--- config.mk ---
export PLATFORM = sky130hd
export DESIGN_NAME = uop_dispatch
export DESIGN_NICKNAME = d
export VERILOG_FILES = /design/src/rtl/uop_dispatch.sv
export SDC_FILE = /design/constraint.sdc
export NUM_CORES = 1
export LEC_CHECK = 0
export CAP_MARGIN = 20
export CORE_MARGIN = 2
export CORE_UTILIZATION = 30
export CTS_BUF_LIST = sky130_fd_sc_hd__clkbuf_4
export DETAILED_ROUTE_END_ITERATION = 7
export PLACE_DENSITY = 0.54
export RECOVER_POWER = 50
export SYNTH_ARGS = -nofsm -noshare
export SYNTH_HDL_FRONTEND = slang
export SYNTH_SLANG_ARGS = --single-unit
--- constraint.sdc ---
create_clock -name clk_i -period 3.2 [get_ports clk_i]
set_clock_uncertainty 0.1 [all_clocks]
set_input_delay 0.32 -clock clk_i [delete_from_list [all_inputs] [get_ports clk_i]]
set_output_delay 0.32 -clock clk_i [all_outputs]
set_load 0.02 [all_outputs]
--- src/rtl/uop_dispatch.sv ---
// uop_dispatch: single-entry micro-op dispatch register with register/flag busy scoreboard
// and one-hot issue to the functional unit selected by the FU code.
module uop_dispatch #(
    parameter int NUM_FU_P         = 6,
    parameter int WIDTH_FU_P       = 3,
    parameter int NUM_REGS_P       = 16,
    parameter int REG_ADDR_WIDTH_P = 4,
    parameter int NUM_FLAGS_P      = 4,
    parameter int PAYLOAD_WIDTH_P  = 32
) (
    input  logic                        clk_i,
    input  logic                        reset_n_i,
    input  logic                        uop_v_i,
    output logic                        uop_ready_o,
    input  logic                        uop_we_i,
    input  logic [WIDTH_FU_P-1:0]       uop_fu_i,
    input  logic [NUM_FLAGS_P-1:0]      uop_flags_w_i,
    input  logic [NUM_FLAGS_P-1:0]      uop_flags_r_i,
    input  logic [REG_ADDR_WIDTH_P-1:0] uop_dest_i,
    input  logic [REG_ADDR_WIDTH_P-1:0] uop_s1_i,
    input  logic                        uop_s1_v_i,
    input  logic [REG_ADDR_WIDTH_P-1:0] uop_s2_i,
    input  logic                        uop_s2_v_i,
    input  logic [PAYLOAD_WIDTH_P-1:0]  uop_payload_i,
    output logic [NUM_FU_P-1:0]         issue_v_o,
    input  logic [NUM_FU_P-1:0]         fu_ready_i,
    output logic [REG_ADDR_WIDTH_P-1:0] issue_dest_o,
    output logic                        issue_we_o,
    output logic [NUM_FLAGS_P-1:0]      issue_flags_w_o,
    output logic [PAYLOAD_WIDTH_P-1:0]  issue_payload_o,
    input  logic                        wb_v_i,
    input  logic                        wb_we_i,
    input  logic [REG_ADDR_WIDTH_P-1:0] wb_dest_i,
    input  logic [NUM_FLAGS_P-1:0]      wb_flags_i,
    input  logic                        flush_i,
    output logic [15:0]                 stall_cnt_o
);
    localparam logic [WIDTH_FU_P:0] FU_LIM = (WIDTH_FU_P+1)'(NUM_FU_P);

    logic                        held_v, h_we, h_s1_v, h_s2_v;
    logic [WIDTH_FU_P-1:0]       h_fu;
    logic [NUM_FLAGS_P-1:0]      h_flags_w, h_flags_r, fbusy, fbusy_set, fbusy_clr;
    logic [REG_ADDR_WIDTH_P-1:0] h_dest, h_s1, h_s2;
    logic [PAYLOAD_WIDTH_P-1:0]  h_payload;
    logic [NUM_REGS_P-1:0]       busy, busy_set, busy_clr;
    logic [15:0]                 stall_cnt;
    logic                        fu_ok, hazard, fire, accept, stall;

    // Hazards look only at registered busy state, so a writeback wakes a waiter one cycle later.
    assign fu_ok  = {1'b0, h_fu} < FU_LIM;
    assign hazard = (h_s1_v && busy[h_s1]) || (h_s2_v && busy[h_s2]) || (h_we && busy[h_dest]) ||
                    |((h_flags_r | h_flags_w) & fbusy);
    assign issue_v_o = (held_v && !hazard && fu_ok) ? NUM_FU_P'(1) << h_fu : '0;
    // Out-of-range FU codes retire immediately as NOPs without touching the scoreboard.
    assign fire   = held_v && !flush_i && (fu_ok ? |(issue_v_o & fu_ready_i) : 1'b1);
    assign uop_ready_o = !flush_i && (!held_v || fire);
    assign accept = uop_v_i && uop_ready_o;
    assign stall  = held_v && !fire && !flush_i;

    assign busy_set  = (fire && fu_ok && h_we) ? NUM_REGS_P'(1) << h_dest : '0;
    assign busy_clr  = (wb_v_i && wb_we_i) ? NUM_REGS_P'(1) << wb_dest_i : '0;
    assign fbusy_set = (fire && fu_ok) ? h_flags_w : '0;
    assign fbusy_clr = wb_v_i ? wb_flags_i : '0;

    assign issue_dest_o    = h_dest;
    assign issue_we_o      = h_we;
    assign issue_flags_w_o = h_flags_w;
    assign issue_payload_o = h_payload;
    assign stall_cnt_o     = stall_cnt;

    always_ff @(posedge clk_i or negedge reset_n_i) begin
        if (!reset_n_i) begin
            held_v    <= 1'b0;
            h_we      <= 1'b0;
            h_fu      <= '0;
            h_flags_w <= '0;
            h_flags_r <= '0;
            h_dest    <= '0;
            h_s1      <= '0;
            h_s1_v    <= 1'b0;
            h_s2      <= '0;
            h_s2_v    <= 1'b0;
            h_payload <= '0;
            busy      <= '0;
            fbusy     <= '0;
            stall_cnt <= '0;
        end else begin
            held_v <= accept || stall;
            if (accept) begin
                h_we      <= uop_we_i;
                h_fu      <= uop_fu_i;
                h_flags_w <= uop_flags_w_i;
                h_flags_r <= uop_flags_r_i;
                h_dest    <= uop_dest_i;
                h_s1      <= uop_s1_i;
                h_s1_v    <= uop_s1_v_i;
                h_s2      <= uop_s2_i;
                h_s2_v    <= uop_s2_v_i;
                h_payload <= uop_payload_i;
            end
            busy  <= (busy & ~busy_clr) | busy_set;
            fbusy <= (fbusy & ~fbusy_clr) | fbusy_set;
            if (stall && stall_cnt != 16'hFFFF)
                stall_cnt <= stall_cnt + 16'd1;
        end
    end
endmodule

==> flow_summary.yaml <==
status:
  status: "finished, final reports clean"
global_routing:
  grt_pass1_vias: 3653
  grt_usage: 0.154
  antenna_found_initial: 0
  grt_max_degree: 50
  grt_overflow: 0
  grt_pass1_wl_mm: 19.5
pwr:
  peakVddDrop_uv: 335
  power_leakage_nw: 2.78
  p_per_area_nw_per_um2: 635
  total_power_mw: 4.04
floorplan:
  die_h_um: 127
  boundaryPins: 142
  core_area_um2: 14600
  rows: 44
  dieArea_um2: 16100
  start_util: 0.309
  die_w_um: 127
clocking:
  numCtsBuffers: 9
  clk_pin_slew_ps: 140
  clock-sinks: 95
  cts_max_level: 3
  cts_tree: "yes"
  root_buffer: "clkbuf_4"
  clk_latency_ps: 460
  clk_path_buf_depth: 2
setup_path:
  cp-start-kind: "flop"
  crit_required_ps: 2780
  cpPeakStageDelay_ps: 490
  criticalPathCategory: "reg2out"
  crit_slowest_cell: "dfrtp_1"
  end_kind: "output port"
  path_max_fanout: 6
  critPathArrivalTime_ps: 2670
  crit_chain: "mux2_2 > or3_1 > nand4_1 > nand4_1 > buf_4 > nor3_4 > nor2_1 > nor2_1 > clkbuf_4"
layout:
  nets: 596
  drive_gt1_frac: 0.218
  fin_cells: 706
  syn_to_final_growth_pct: 40.5
  fill_cells: 1388
  n_antenna_cell: 0
placement:
  portBuffers: 141
  place_hpwl_mm: 9.07
  place_inst: 684
  gp_congestion: 0.863
synthesis:
  syn_nets: 442
  yosysMostFrequentCell: "dfrtp_1"
  synth_top_area_frac: 0.526
  synthTopCellsByArea: "dfrtp_1 (53%), mux2_2 (11%), mux2_4 (6.6%)"
  synth_edf_count: 0
  ys_seq_area_frac: 0.526
  avgSynthCellArea_um2: 12.5
  synth_warnings: 0
  synth_seq_cells: 95
  synth_common_cells: "dfrtp_1 (95), mux2_2 (43), o21ai_0 (36)"
  syn_area_um2: 4520
  ys_async_sr_fraction: 1.00
  yosys.area.top_type: "dfrtp_1"
  ys.flop_type: "dfrtp_1"
  synthDistinctLibCells: 42
  synthCells: 363
timing:
  min_period_over_period: 0.967
  setup_viol: 0
  period_needed_ps: 3090
  final_max_slew_viol_count: 0
  tightestPinTransition_ps: 1240
  slew_headroom: 0.172
  finalHoldViolCount: 0
  rsz0062_at_grt: "true"
  fmax_mhz: 323
detailed_routing:
  ant_nets: 0
  vias: 3484
  finalWirelength_mm: 12.2
  drtIter0Drc: 187
  first_pass_iters: 4
  viasPerCell: 4.93
  drcViolationCount: 0
  routedWlPerCell_um: 17.2
hold_path:
  hp-class: "in2reg"
job:
  drv_cap: 0
state kept, by name, indices dropped and copies added (netlist names):
signal           flops
issue_dest_o         4
h_s1                 4
h_s1_v               1
stall_cnt_o         16
issue_we_o           1
issue_payload_o     32
issue_flags_w_o      4
h_flags_r            4
fbusy                4
h_s2                 4
held_v               1
busy                16
h_s2_v               1
h_fu                 3
path summary, 6_finish.rpt:
kind	start	end	slack, ps	depth (start not counted)
setup / recovery	issue_dest_o[1]	uop_ready_o	110	9
hold / removal	wb_flags_i[2]	fbusy[2]	350	3
setup reg to reg	issue_dest_o[1]	h_s2[1]	150	10
hold reg to reg	stall_cnt_o[6]	stall_cnt_o[6]	410	1
max in group asynchronous	reset_n_i	issue_dest_o[0]	550	3
min in group asynchronous	reset_n_i	h_s2[0]	540	2
worst max-delay path: cells and delay by family, from the launching register on:
family	cells	cell delay, ps
AND/OR/NAND/NOR	6	960
flip-flops	1	490
buffers and inverters	2	390
multiplexers	1	370
power breakdown:
| group | total [mW] | switching [mW] | internal, mW |
|---|---|---|---|
| registers | 1.74 | 0.254 | 1.49 |
| clock network | 0.730 | 0.407 | 0.324 |
| logic | 1.57 | 0.738 | 0.828 |
what timing repair did:
item,4_1_cts,5_1_grt
pin swaps,1,2
endpoints found under the hold margin,46,0
hold buffers,1,0
gates resized for setup,16,12
endpoints found under the setup margin,7,65
buffers inserted,4,1
placed cells by master, fill, tap and decap left out, drive strengths merged, types with 2 or more instances in the layout:
cell type / n
a22o: 4
a22oi: 4
and2: 5
and3: 5
buf: 16
bufinv: 2
clkbuf: 14
clkdlybuf4s50: 102
clkinv: 2
dfrtp: 95
dlygate4sd2: 3
dlygate4sd3: 32
inv: 9
mux2: 63
mux2i: 11
mux4: 6
nand2: 22
nand2b: 4
nand3: 8
nand4: 10
nand4b: 3
nor2: 10
nor2b: 5
nor3: 11
nor3b: 2
nor4: 6
o2111ai: 2
o211ai: 2
o21ai: 37
or2: 2
or3: 2
xor2: 12
layout make-up:
class / instances / area [um^2] / area share
Multi-Input combinational cell: 246 / 2050 / 0.322
Tap cell: 184 / 230 / 0.0362
Clock buffer: 10 / 75.1 / 0.0118
Timing Repair Buffer: 157 / 1510 / 0.237
Clock inverter: 6 / 83.8 / 0.0132
Inverter: 8 / 30.0 / 0.00473
Sequential cell: 95 / 2380 / 0.375
routing by layer:
layer | vias to the layer above | wire length (um) | track usage
li1 | 1627 | - | -
met1 | 1721 | 5120 | 0.190
met2 | 122 | 5940 | 0.255
met3 | 14 | 848 | 0.0502
met4 | 0 | 253 | 0.0562
met5 | - | 0 | 0
cell families (layout without fill, tap and decap cells):
group | after synthesis | count (layout) | synth area share
buf+inv | 22 | 181 | 0.0277
flops | 95 | 95 | 0.526
mux | 80 | 80 | 0.228
simple gates | 98 | 98 | 0.118
fa+ha+maj | 1 | 1 | 0.00277
compound gates | 54 | 54 | 0.0731
xor+xnor | 13 | 13 | 0.0252
metrics by stage:
| stage | utilization | setup WS, ps | area (um^2) | hold slack (ps) | setup TNS [ps] |
|---|---|---|---|---|---|
| floorplan | - | 376 | 4520 | -75.6 | 0 |
| global placement | 0.421 | 143 | 6160 | 290 | 0 |
| detailed placement | 0.421 | 102 | 6160 | 292 | 0 |
| CTS | 0.435 | -58.2 | 6360 | 301 | -58.2 |
| global route | 0.434 | -51.4 | 6350 | 306 | -69.2 |
| finish | 0.434 | 107 | 6350 | 353 | 0 |
No activity file was read; power rests on OpenSTA's default activity.
